## src/rtl/mem_access.sv

```systemverilog
// MEM-stage load/store unit: checks size/alignment, drives a request/grant/response
// data bus, aligns store data, extends load data and registers the write-back bundle.
module mem_access #(
    parameter int TIMEOUT = 255
) (
    input  logic        clk,
    input  logic        rst,
    input  logic        in_valid,
    output logic        in_ready,
    input  logic        mem_read_flag_in,
    input  logic        mem_write_flag_in,
    input  logic        mem_sign_ext_flag_in,
    input  logic [3:0]  mem_sel_in,
    input  logic [31:0] mem_write_data_in,
    input  logic [31:0] result_in,
    input  logic        reg_write_en_in,
    input  logic [4:0]  reg_write_addr_in,
    input  logic [31:0] current_pc_addr_in,
    output logic        data_req,
    output logic        data_we,
    output logic [31:0] data_addr,
    output logic [3:0]  data_be,
    output logic [31:0] data_wdata,
    input  logic        data_gnt,
    input  logic        data_rvalid,
    input  logic [31:0] data_rdata,
    output logic        load_busy,
    output logic        out_valid,
    output logic [31:0] result_out,
    output logic        reg_write_en_out,
    output logic [4:0]  reg_write_addr_out,
    output logic [31:0] current_pc_addr_out,
    output logic        addr_err,
    output logic        bus_err
);

    typedef enum logic [1:0] {IDLE, REQ, WAIT} state_e;

    localparam int CW = (TIMEOUT > 1) ? $clog2(TIMEOUT + 1) : 1;

    state_e          state_q, state_d;
    logic [CW-1:0]   wd_q, wd_d;
    logic            cap_en;

    // Bundle captured on acceptance of a memory op; the bus is driven from these.
    logic            cap_store_q, cap_sign_q, cap_rwe_q;
    logic [3:0]      cap_sel_q, be_q;
    logic [31:0]     cap_addr_q, wdata_q, cap_pc_q;
    logic [4:0]      cap_raddr_q;

    logic            out_valid_q, out_valid_d, addr_err_q, addr_err_d, bus_err_q, bus_err_d;
    logic            rwe_q, rwe_d;
    logic [4:0]      raddr_q, raddr_d;
    logic [31:0]     result_q, result_d, pc_q, pc_d;

    logic            is_mem, sel_legal, misaligned, acc_err, timeout_hit;
    logic [3:0]      be_calc;
    logic [31:0]     wdata_calc, shifted, load_val;

    assign is_mem    = mem_read_flag_in | mem_write_flag_in;
    assign sel_legal = (mem_sel_in == 4'b0001) || (mem_sel_in == 4'b0011) || (mem_sel_in == 4'b1111);
    assign misaligned = ((mem_sel_in == 4'b0011) && result_in[0]) ||
                        ((mem_sel_in == 4'b1111) && (result_in[1:0] != 2'b00));
    assign acc_err   = !sel_legal || misaligned;
    assign be_calc   = mem_sel_in << result_in[1:0];

    always_comb begin
        case (mem_sel_in)
            4'b0001: wdata_calc = {4{mem_write_data_in[7:0]}};
            4'b0011: wdata_calc = {2{mem_write_data_in[15:0]}};
            default: wdata_calc = mem_write_data_in;
        endcase
    end

    assign shifted = data_rdata >> {cap_addr_q[1:0], 3'b000};

    always_comb begin
        case (cap_sel_q)
            4'b0001: load_val = {{24{cap_sign_q & shifted[7]}}, shifted[7:0]};
            4'b0011: load_val = {{16{cap_sign_q & shifted[15]}}, shifted[15:0]};
            default: load_val = shifted;
        endcase
    end

    assign timeout_hit = (TIMEOUT != 0) && (wd_q == CW'(TIMEOUT));

    always_comb begin
        // NOTE: every signal gets a default first so no path leaves one unassigned (no latches).
        state_d     = state_q;
        wd_d        = wd_q;
        cap_en      = 1'b0;
        out_valid_d = 1'b0;
        addr_err_d  = 1'b0;
        bus_err_d   = 1'b0;
        result_d    = result_q;
        rwe_d       = rwe_q;
        raddr_d     = raddr_q;
        pc_d        = pc_q;
        case (state_q)
            IDLE: begin
                if (in_valid) begin
                    if (!is_mem || acc_err) begin
                        out_valid_d = 1'b1;
                        result_d    = result_in;
                        rwe_d       = !is_mem && reg_write_en_in;
                        raddr_d     = reg_write_addr_in;
                        pc_d        = current_pc_addr_in;
                        addr_err_d  = is_mem;
                    end else begin
                        cap_en  = 1'b1;
                        state_d = REQ;
                        wd_d    = '0;
                    end
                end
            end
            REQ, WAIT: begin
                if (state_q == REQ && data_gnt) begin
                    wd_d = '0;
                    if (cap_store_q) begin
                        out_valid_d = 1'b1;
                        result_d    = cap_addr_q;
                        rwe_d       = 1'b0;
                        raddr_d     = cap_raddr_q;
                        pc_d        = cap_pc_q;
                        state_d     = IDLE;
                    end else begin
                        state_d = WAIT;
                    end
                end else if (state_q == WAIT && data_rvalid) begin
                    out_valid_d = 1'b1;
                    result_d    = load_val;
                    rwe_d       = cap_rwe_q;
                    raddr_d     = cap_raddr_q;
                    pc_d        = cap_pc_q;
                    state_d     = IDLE;
                end else if (timeout_hit) begin
                    out_valid_d = 1'b1;
                    bus_err_d   = 1'b1;
                    result_d    = cap_addr_q;
                    rwe_d       = 1'b0;
                    raddr_d     = cap_raddr_q;
                    pc_d        = cap_pc_q;
                    state_d     = IDLE;
                end else begin
                    wd_d = wd_q + 1'b1;
                end
            end
            default: state_d = IDLE;
        endcase
    end

    // NOTE: sequential state uses non-blocking assignments so all registers update together.
    always_ff @(posedge clk) begin
        if (rst) begin
            state_q     <= IDLE;
            wd_q        <= '0;
            cap_store_q <= 1'b0;
            cap_sign_q  <= 1'b0;
            cap_rwe_q   <= 1'b0;
            cap_sel_q   <= '0;
            be_q        <= '0;
            cap_addr_q  <= '0;
            wdata_q     <= '0;
            cap_pc_q    <= '0;
            cap_raddr_q <= '0;
            out_valid_q <= 1'b0;
            addr_err_q  <= 1'b0;
            bus_err_q   <= 1'b0;
            rwe_q       <= 1'b0;
            raddr_q     <= '0;
            result_q    <= '0;
            pc_q        <= '0;
        end else begin
            state_q     <= state_d;
            wd_q        <= wd_d;
            out_valid_q <= out_valid_d;
            addr_err_q  <= addr_err_d;
            bus_err_q   <= bus_err_d;
            rwe_q       <= rwe_d;
            raddr_q     <= raddr_d;
            result_q    <= result_d;
            pc_q        <= pc_d;
            if (cap_en) begin
                cap_store_q <= mem_write_flag_in;
                cap_sign_q  <= mem_sign_ext_flag_in;
                cap_rwe_q   <= reg_write_en_in;
                cap_sel_q   <= mem_sel_in;
                be_q        <= be_calc;
                cap_addr_q  <= result_in;
                wdata_q     <= wdata_calc;
                cap_pc_q    <= current_pc_addr_in;
                cap_raddr_q <= reg_write_addr_in;
            end
        end
    end

    assign in_ready            = (state_q == IDLE);
    assign data_req            = (state_q == REQ);
    assign data_we             = cap_store_q;
    assign data_addr           = {cap_addr_q[31:2], 2'b00};
    assign data_be             = be_q;
    assign data_wdata          = wdata_q;
    assign load_busy           = (state_q != IDLE) && !cap_store_q;
    assign out_valid           = out_valid_q;
    assign result_out          = result_q;
    assign reg_write_en_out    = rwe_q;
    assign reg_write_addr_out  = raddr_q;
    assign current_pc_addr_out = pc_q;
    assign addr_err            = addr_err_q;
    assign bus_err             = bus_err_q;

endmodule

```

## config.mk

```make
export PLATFORM = sky130hd
export DESIGN_NAME = mem_access
export DESIGN_NICKNAME = d
export VERILOG_FILES = /design/src/rtl/mem_access.sv
export SDC_FILE = /design/constraint.sdc
export NUM_CORES = 1
export LEC_CHECK = 0
export BUFFER_PORTS_ARGS = -buffer_cell sky130_fd_sc_hd__buf_2
export CORE_MARGIN = 5
export CORE_UTILIZATION = 52
export DETAILED_ROUTE_END_ITERATION = 8
export HOLD_SLACK_MARGIN = 0.03
export PLACE_DENSITY = 0.82
export REMOVE_ABC_BUFFERS = 1
export SLEW_MARGIN = 20
export SYNTH_ARGS = -nofsm -noshare
export SYNTH_HDL_FRONTEND = slang
export SYNTH_SLANG_ARGS = --single-unit
```

## constraint.sdc

```tcl
create_clock -name clk -period 2.9 [get_ports clk]
set_clock_uncertainty 0.05 [all_clocks]
set_input_delay 0.58 -clock clk [delete_from_list [all_inputs] [get_ports clk]]
set_output_delay 0.58 -clock clk [all_outputs]
set_load 0.1 [all_outputs]
```

==> key figures, run 1 <==
Run status
  – Status: complete, no violations

Power and ir drop
  – Max VDD drop: 0.4172 mV
  – Pleak: 0.004611 uW
  – Clk pwr share: 36.4%
  – Switching part of the total power: between 30% and 40%
  – Reg power frac: 40.4%
  – P_sw: 2479 uW
  – Pint: 4653 uW
  – Pwr/cell area: 630.7 nW/um^2
  – Pwr Total: 7132 uW
  – Comb power frac: 23.2%

Yosys
  – Cell taking the most area after synthesis: dfxtp_1
  – Mapped Cells: around 1100
  – Synth Register Bits: roughly 200
  – Synth Cell Area: 9291 sq um
  – Post-synth ARST share: 0%
  – YS warnings: 0
  – Register area share after synthesis: 42.01%
  – Area share of the largest cell type after synthesis: 42.01%
  – Most common cell in the netlist: nand2_1
  – Synth top area cells: dfxtp_1, nand2_1, mux2i_1, a21oi_1, a211oi_1
  – EDFF count, synth: 0
  – Commonest cells in the netlist: nand2_1, dfxtp_1, a21oi_1
  – Main synth FF type: dfxtp_1
  – Yosys cell types: 60
  – Syn avg cell area: 8.274 sq um

STA
  – Worst slew margin: ~50%
  – Slew at the pin with the worst max-slew slack: 0.7471 ns
  – Final worst path period need: approximately 2.5 ns
  – RSZ-0062 raised after global routing: false
  – Fmax achieved: 405.0 MHz
  – Final Setup Violations: 0
  – Final hold vios: 0
  – Final period util: between 80 and 90%
  – Slew Viols, Final: 0

Die
  – I/O pin count: about 290
  – Die X-Extent: between 100 and 150 um
  – Starting Density: 53.35%
  – Die area: 20640 sq um
  – DIE HEIGHT: 143.7 um
  – CORE AREA: 17420 sq um
  – # rows: 48

Setup path
  – Setup crit start: state_q[0]$_SDFFE_PP0P_
  – CP Class: register to register
  – Worst R2R Path Depth: 7
  – Startpoint types: register
  – Worst reg2reg setup slack: 0.43 ns
  – Worst setup EP type: register
  – Critical path arrival: 2.76 ns
  – Critical R2R Launch: state_q[0]$_SDFFE_PP0P_
  – Worst EP required: around 3.2 ns
  – R2r endpoint: wd_q[1]$_SDFFE_PP0P_
  – Critical path fanouts, max: 10

Route
  – 1st-iter DRT viols: 893
  – Drt via density: 5.900
  – Total vias in the final route: approximately 9000
  – # DRC: 0
  – Final antenna-violating net count: 0
  – Total wire length: 28490 um
  – Drt pass-1 iters: 5
  – WL per Instance: 18.19 um

Global routing
  – Antenna violations before repair: 2
  – GR peak layer: met2
  – Overflow after GRT: 0
  – First-pass GRT wire length: 44440 um
  – Largest net degree at the start of global routing: 139
  – Gr usage total: 26.54%
  – Global Route met1 Usage: 34.72%
  – Global-route met2 utilization: 42.80%
  – Vias in the first global route: a little under 9000
  – M3 GR Usage: 6.855%

Clock tree
  – Resized Gates After CTS: 0
  – TritonCTS clock tree: built
  – Cts hold-fix bufs: 0
  – Cts bufs inserted: 17
  – CTS H-tree depth: 4
  – Clock latency at the later pin of the worst-skew pair: 0.43 ns
  – Clk root buf: clkbuf_16
  – Reg clk slew, reported paths: approximately 0.080 ns
  – Clock Sinks: 195
  – # Post-CTS Setup Buffers: 0
  – CTS Buffer Depth: 2

Place
  – Post-DP HPWL: 19600 um
  – Port-buffer cells: 288
  – Routability Congestion: ~0.9

Finish
  – Area growth, synth to finish: 21.69%
  – Final #Nets: 1478
  – Layout cell share with drive strength beyond 1: 27.46%
  – Post-layout util: 64.92%

Flow run
  – MaxCap Viol Count: 0

Worst hold path
  – HP Class: primary input to register
  – Hold path depth: 3
  – Hold worst-path end: cap_pc_q[31]$_SDFFE_PP0P_
  – Hold path start: current_pc_addr_in[31]
how the worst max path moves through the flow:
stage | endpoint | slack, ns
CTS | wd_q[1]$_SDFFE_PP0P_ | 0.47
detailed placement | wd_q[1]$_SDFFE_PP0P_ | 0.48
finish | wd_q[1]$_SDFFE_PP0P_ | 0.43
global route | wd_q[1]$_SDFFE_PP0P_ | 0.29
global placement | wd_q[1]$_SDFFE_PP0P_ | 0.50
floorplan | data_be[2]$_SDFFE_PP0P_ | -5.66
stage by stage:
step	hold WS [ns]	std cells	setup TNS, ns	cell area (sq um)	setup slack [ns]
final	0.3448	1566	0	11310	0.4309
after global routing	0.3413	1566	0	11310	0.2924
after CTS	0.3290	1565	0	11300	0.4702
after detailed placement	0.3937	1533	0	10660	0.4808
after global placement	0.3843	1533	0	10660	0.5018
after floorplan	0.3800	998	-645.75	8640	-5.661
cell usage in the layout (no fill, tap or decap), drive strengths merged, types with 4 or more instances in the layout:
master,Yosys,final
a31oi,4,4
nor2,44,44
clkbuf,51,18
inv,7,14
a32o,6,6
a311oi,9,9
and3,13,13
o22ai,16,16
o211ai,27,27
dfxtp,195,195
bufinv,0,4
nor4,11,11
o31ai,4,4
ha,5,5
mux2,12,12
o32ai,8,8
nand3b,7,7
mux2i,83,83
and2,4,4
o21ai,4,4
buf,75,310
a221o,8,8
a211oi,51,51
o221ai,9,9
nand3,14,14
nor3b,4,4
a21oi,159,159
nand2,260,260
cells by family after synthesis:
group / Yosys count / synth area share (%)
buffers and inverters: 134 / 7.379
other: 1 / 0.04036
multiplexers: 95 / 10.40
flip-flops: 195 / 42.01
adder cells (fa/ha/maj): 5 / 0.6733
AND/OR/NAND/NOR: 375 / 17.30
AO/OA/AOI/OAI: 318 / 22.19
worst max-delay path: stages (launching register included):
cell and delay (ns):
dfxtp_1 0.35, inv_1 0.13, ha_4 0.18, nand2_1 0.09, nor3b_1 0.48, a21oi_1 0.37
or4_1 0.55, a21oi_1 0.18
registers in the layout, indices dropped and copies added (netlist names), 5 cells and up:
| register | count |
|---|---|
| cap_raddr_q | 5 |
| cap_pc_q | 32 |
| cap_addr_q | 32 |
| data_wdata | 32 |
| wd_q | 8 |
| current_pc_addr_out | 32 |
| result_out | 32 |
| reg_write_addr_out | 5 |
layer usage:
| metal | wire length [um] | share of wire [%] | vias up |
|---|---|---|---|
| li1 | - | - | 4381 |
| met4 | 659 | 2.3 | 2 |
| met2 | 13160 | 46 | 475 |
| met5 | 13 | 0.046 | - |
| met3 | 2991 | 10 | 64 |
| met1 | 11670 | 41 | 4317 |
final cells by class:
cell class	count	area (sq um)
antenna	1	2.502
clock buffer	18	439.2
clock inverter	14	210.2
fill	1491	6110
inverter	8	30.03
multi-input combinational	795	4740
sequential	195	3904
tap	225	281.5
timing repair buffer	310	1700
power by group through the flow:
stage / sequential (uW) / combinational (uW) / clock (uW)
floorplan: 3770 / 383 / 0
global placement: 2940 / 1630 / 0
detailed placement: 2940 / 1650 / 0
CTS: 2880 / 1650 / 2620
global route: 2890 / 1730 / 2750
finish: 2880 / 1660 / 2600
No activity file was read; power rests on OpenSTA's default activity.
==> inputs of run 2 (changes only) <==
--- a/config.mk
+++ b/config.mk
@@ -8,9 +8,11 @@
 export BUFFER_PORTS_ARGS = -buffer_cell sky130_fd_sc_hd__buf_2
 export CORE_MARGIN = 5
 export CORE_UTILIZATION = 52
+export CTS_CLUSTER_SIZE = 40
 export DETAILED_ROUTE_END_ITERATION = 8
 export HOLD_SLACK_MARGIN = 0.03
 export PLACE_DENSITY = 0.82
+export RECOVER_POWER = 50
 export REMOVE_ABC_BUFFERS = 1
 export SLEW_MARGIN = 20
 export SYNTH_ARGS = -nofsm -noshare
==> key figures, run 2 (synthesis results as in run 1) <==
Run status
  – Status: complete, no violations

Finish
  – Most frequent cells in the layout: nand2_1, dfxtp_1, a21oi_1
  – Commonest non-fill, non-tap cell in the layout: nand2_1
  – Register area: 3904 sq um (unchanged)
  – Final #Nets: 1478 (unchanged)
  – Post-layout util: 63.77% (-1.1 points)
  – Area growth, synth to finish: 19.54%
  – Fin cells: 1566 (unchanged)
  – Multi-input logic area: 4735 sq um (-0.11%)
  – FILL cells: 1559 (+4.6%)
  – Post-route design area: 11110 sq um (-1.8%)
  – Layout cell share with drive strength beyond 1: 16.79% (-11 points)

STA
  – Slew Viols, Final: 0 (unchanged)
  – Final hold vios: 0 (unchanged)
  – Slew at the pin with the worst max-slew slack: 1.263 ns (+0.5162 ns)
  – Final period util: 85.25% (+0.11 points)
  – Final worst path period need: 2.472 ns (+0.003240 ns)
  – Fmax achieved: 404.5 MHz (-0.13%)
  – RSZ-0062 raised after global routing: false
  – Final Setup Violations: 0 (unchanged)
  – Worst slew margin: 16.14% (-34 points)
  – Fin worst setup slack: 0.4277 ns (-0.003240 ns)

Setup path
  – CP peak stage delay: 0.55 ns (about the same)
  – CP Class: register to register
  – Worst setup EP type: register
  – Crit path top cell by count: a21oi_1
  – R2r endpoint: wd_q[1]$_SDFFE_PP0P_
  – Slowest cell on crit path: or4_1
  – Critical path arrival: 2.76 ns (about the same)
  – Critical-path cell list: inv_1, ha_4, nand2_1, nor3b_1, a21oi_1, or4_1, a21oi_1
  – Critical path fanouts, max: 10 (unchanged)
  – Startpoint types: register
  – Worst R2R Path Depth: 7 (unchanged)
  – Bufs and invs on worst path: 1 (unchanged)
  – Worst EP required: 3.19 ns (about the same)
  – Crit path depth: 7 (unchanged)
  – Critical R2R Launch: state_q[0]$_SDFFE_PP0P_
  – Delay-heaviest family, CP: simple AND/OR/NAND/NOR gates
  – Worst reg2reg setup slack: 0.43 ns (about the same)

Global routing
  – Antenna violations before repair: 2 (unchanged)
  – Largest net degree at the start of global routing: 139 (unchanged)
  – Gr usage total: 26.54% (unchanged)
  – First-pass GRT wire length: 44440 um (unchanged)
  – Overflow after GRT: 0 (unchanged)
  – Vias in the first global route: 8688 (unchanged)

Route
  – # DRC: 0 (unchanged)
  – Total wire length: 28500 um (about the same)
  – Drt via density: 5.916 (+0.27%)
  – WL per Instance: 18.20 um (about the same)
  – Drt pass-1 iters: 5 (unchanged)
  – 1st-iter DRT viols: 919 (+2.9%)
  – Final antenna-violating net count: 0 (unchanged)
  – Total vias in the final route: 9264 (+0.27%)

Clock tree
  – Resized Gates After CTS: 0 (unchanged)
  – CTS H-tree depth: 4 (unchanged)
  – CTS Buffer Depth: 2 (unchanged)
  – Clock latency at the later pin of the worst-skew pair: 0.43 ns (about the same)
  – Reg clk slew, reported paths: 0.07 ns (about the same)
  – # Post-CTS Setup Buffers: 0 (unchanged)
  – Cts bufs inserted: 17 (unchanged)
  – Cts hold-fix bufs: 0 (unchanged)
  – TritonCTS clock tree: built
  – Clk root buf: clkbuf_16
  – Clock Sinks: 195 (unchanged)

Place
  – Dpl ws: 0.4808 ns (unchanged)
  – Port-buffer cells: 288 (unchanged)
  – Post-DP Area: 10660 sq um (unchanged)
  – Placed insts: 1533 (unchanged)
  – Post-DP HPWL: 19600 um (unchanged)
  – Routability Congestion: 0.8857 (unchanged)

Die
  – # rows: 48 (unchanged)
  – Starting Density: 53.35% (unchanged)
  – Die X-Extent: 143.7 um (unchanged)
  – DIE HEIGHT: 143.7 um (unchanged)
  – I/O pin count: 291 (unchanged)
  – CORE AREA: 17420 sq um (unchanged)
  – Die area: 20640 sq um (unchanged)

Power and ir drop
  – Pwr Total: 7098 uW (-0.48%)
  – Pwr/cell area: 639.0 nW/um^2 (+1.3%)
  – Pleak: 0.004037 uW (-12%)
  – Max VDD drop: 0.4082 mV (-2.2%)

Worst hold path
  – HP Class: primary input to register
  – Hold worst-path end: cap_pc_q[10]$_SDFFE_PP0P_
  – Hold path depth: 3 (unchanged)
  – Hold path start: current_pc_addr_in[10]

Flow run
  – MaxCap Viol Count: 0 (unchanged)
==> run 2: cell types whose count changed in the layout (fill, tap and decap cells not counted), sizes merged <==
cell	before	now
buf	310	166
clkbuf	18	162
==> run 2: routing by layer <==
metal | share of wire, % | track usage, % | vias to the layer above
li1 | - | - | 4380
met1 | 41 | 34.72 | 4352
met2 | 46 | 42.80 | 463
met3 | 10 | 6.855 | 67
met4 | 2.5 | 9.118 | 2
met5 | 0.046 | 0 | -
==> run 2: report_power, final <==
part	switching (uW)	internal, uW	leakage [uW]
logic	1310	315	0.00213
clock network	1090	1500	0.000318
registers	78.9	2810	0.00159
==> run 2: tightest hold or removal path, stage by stage <==
cell,delay [ns]
buf_2,0.10
nand2_1,0.05
a21oi_1,0.05
==> run 2: worst max path at each step <==
stage,startpoint,to,slack [ns]
after floorplan,state_q[1]$_SDFFE_PP0P_,data_be[2]$_SDFFE_PP0P_,-5.66
after global placement,in_valid,wd_q[1]$_SDFFE_PP0P_,0.50
after detailed placement,in_valid,wd_q[1]$_SDFFE_PP0P_,0.48
after CTS,state_q[0]$_SDFFE_PP0P_,wd_q[1]$_SDFFE_PP0P_,0.47
after global routing,result_in[0],data_wdata[9]$_SDFFE_PP0P_,0.16
final,state_q[0]$_SDFFE_PP0P_,wd_q[1]$_SDFFE_PP0P_,0.43
==> run 2: through the flow <==
step | setup TNS (ns) | hold slack, ns
floorplan | -645.75 | 0.3800
global placement | 0 | 0.3843
detailed placement | 0 | 0.3937
CTS | 0 | 0.3290
global route | 0 | 0.3413
finish | 0 | 0.3445
==> run 2: layout make-up <==
class / instances / share of cell area, %
well taps: 225 / 2.535
multi-input cells: 795 / 42.63
clock buffers: 18 / 3.954
repair buffers: 310 / 13.55
inverters: 8 / 0.2704
diodes: 1 / 0.02253
clock inverters: 14 / 1.893
flip-flops and latches: 195 / 35.15
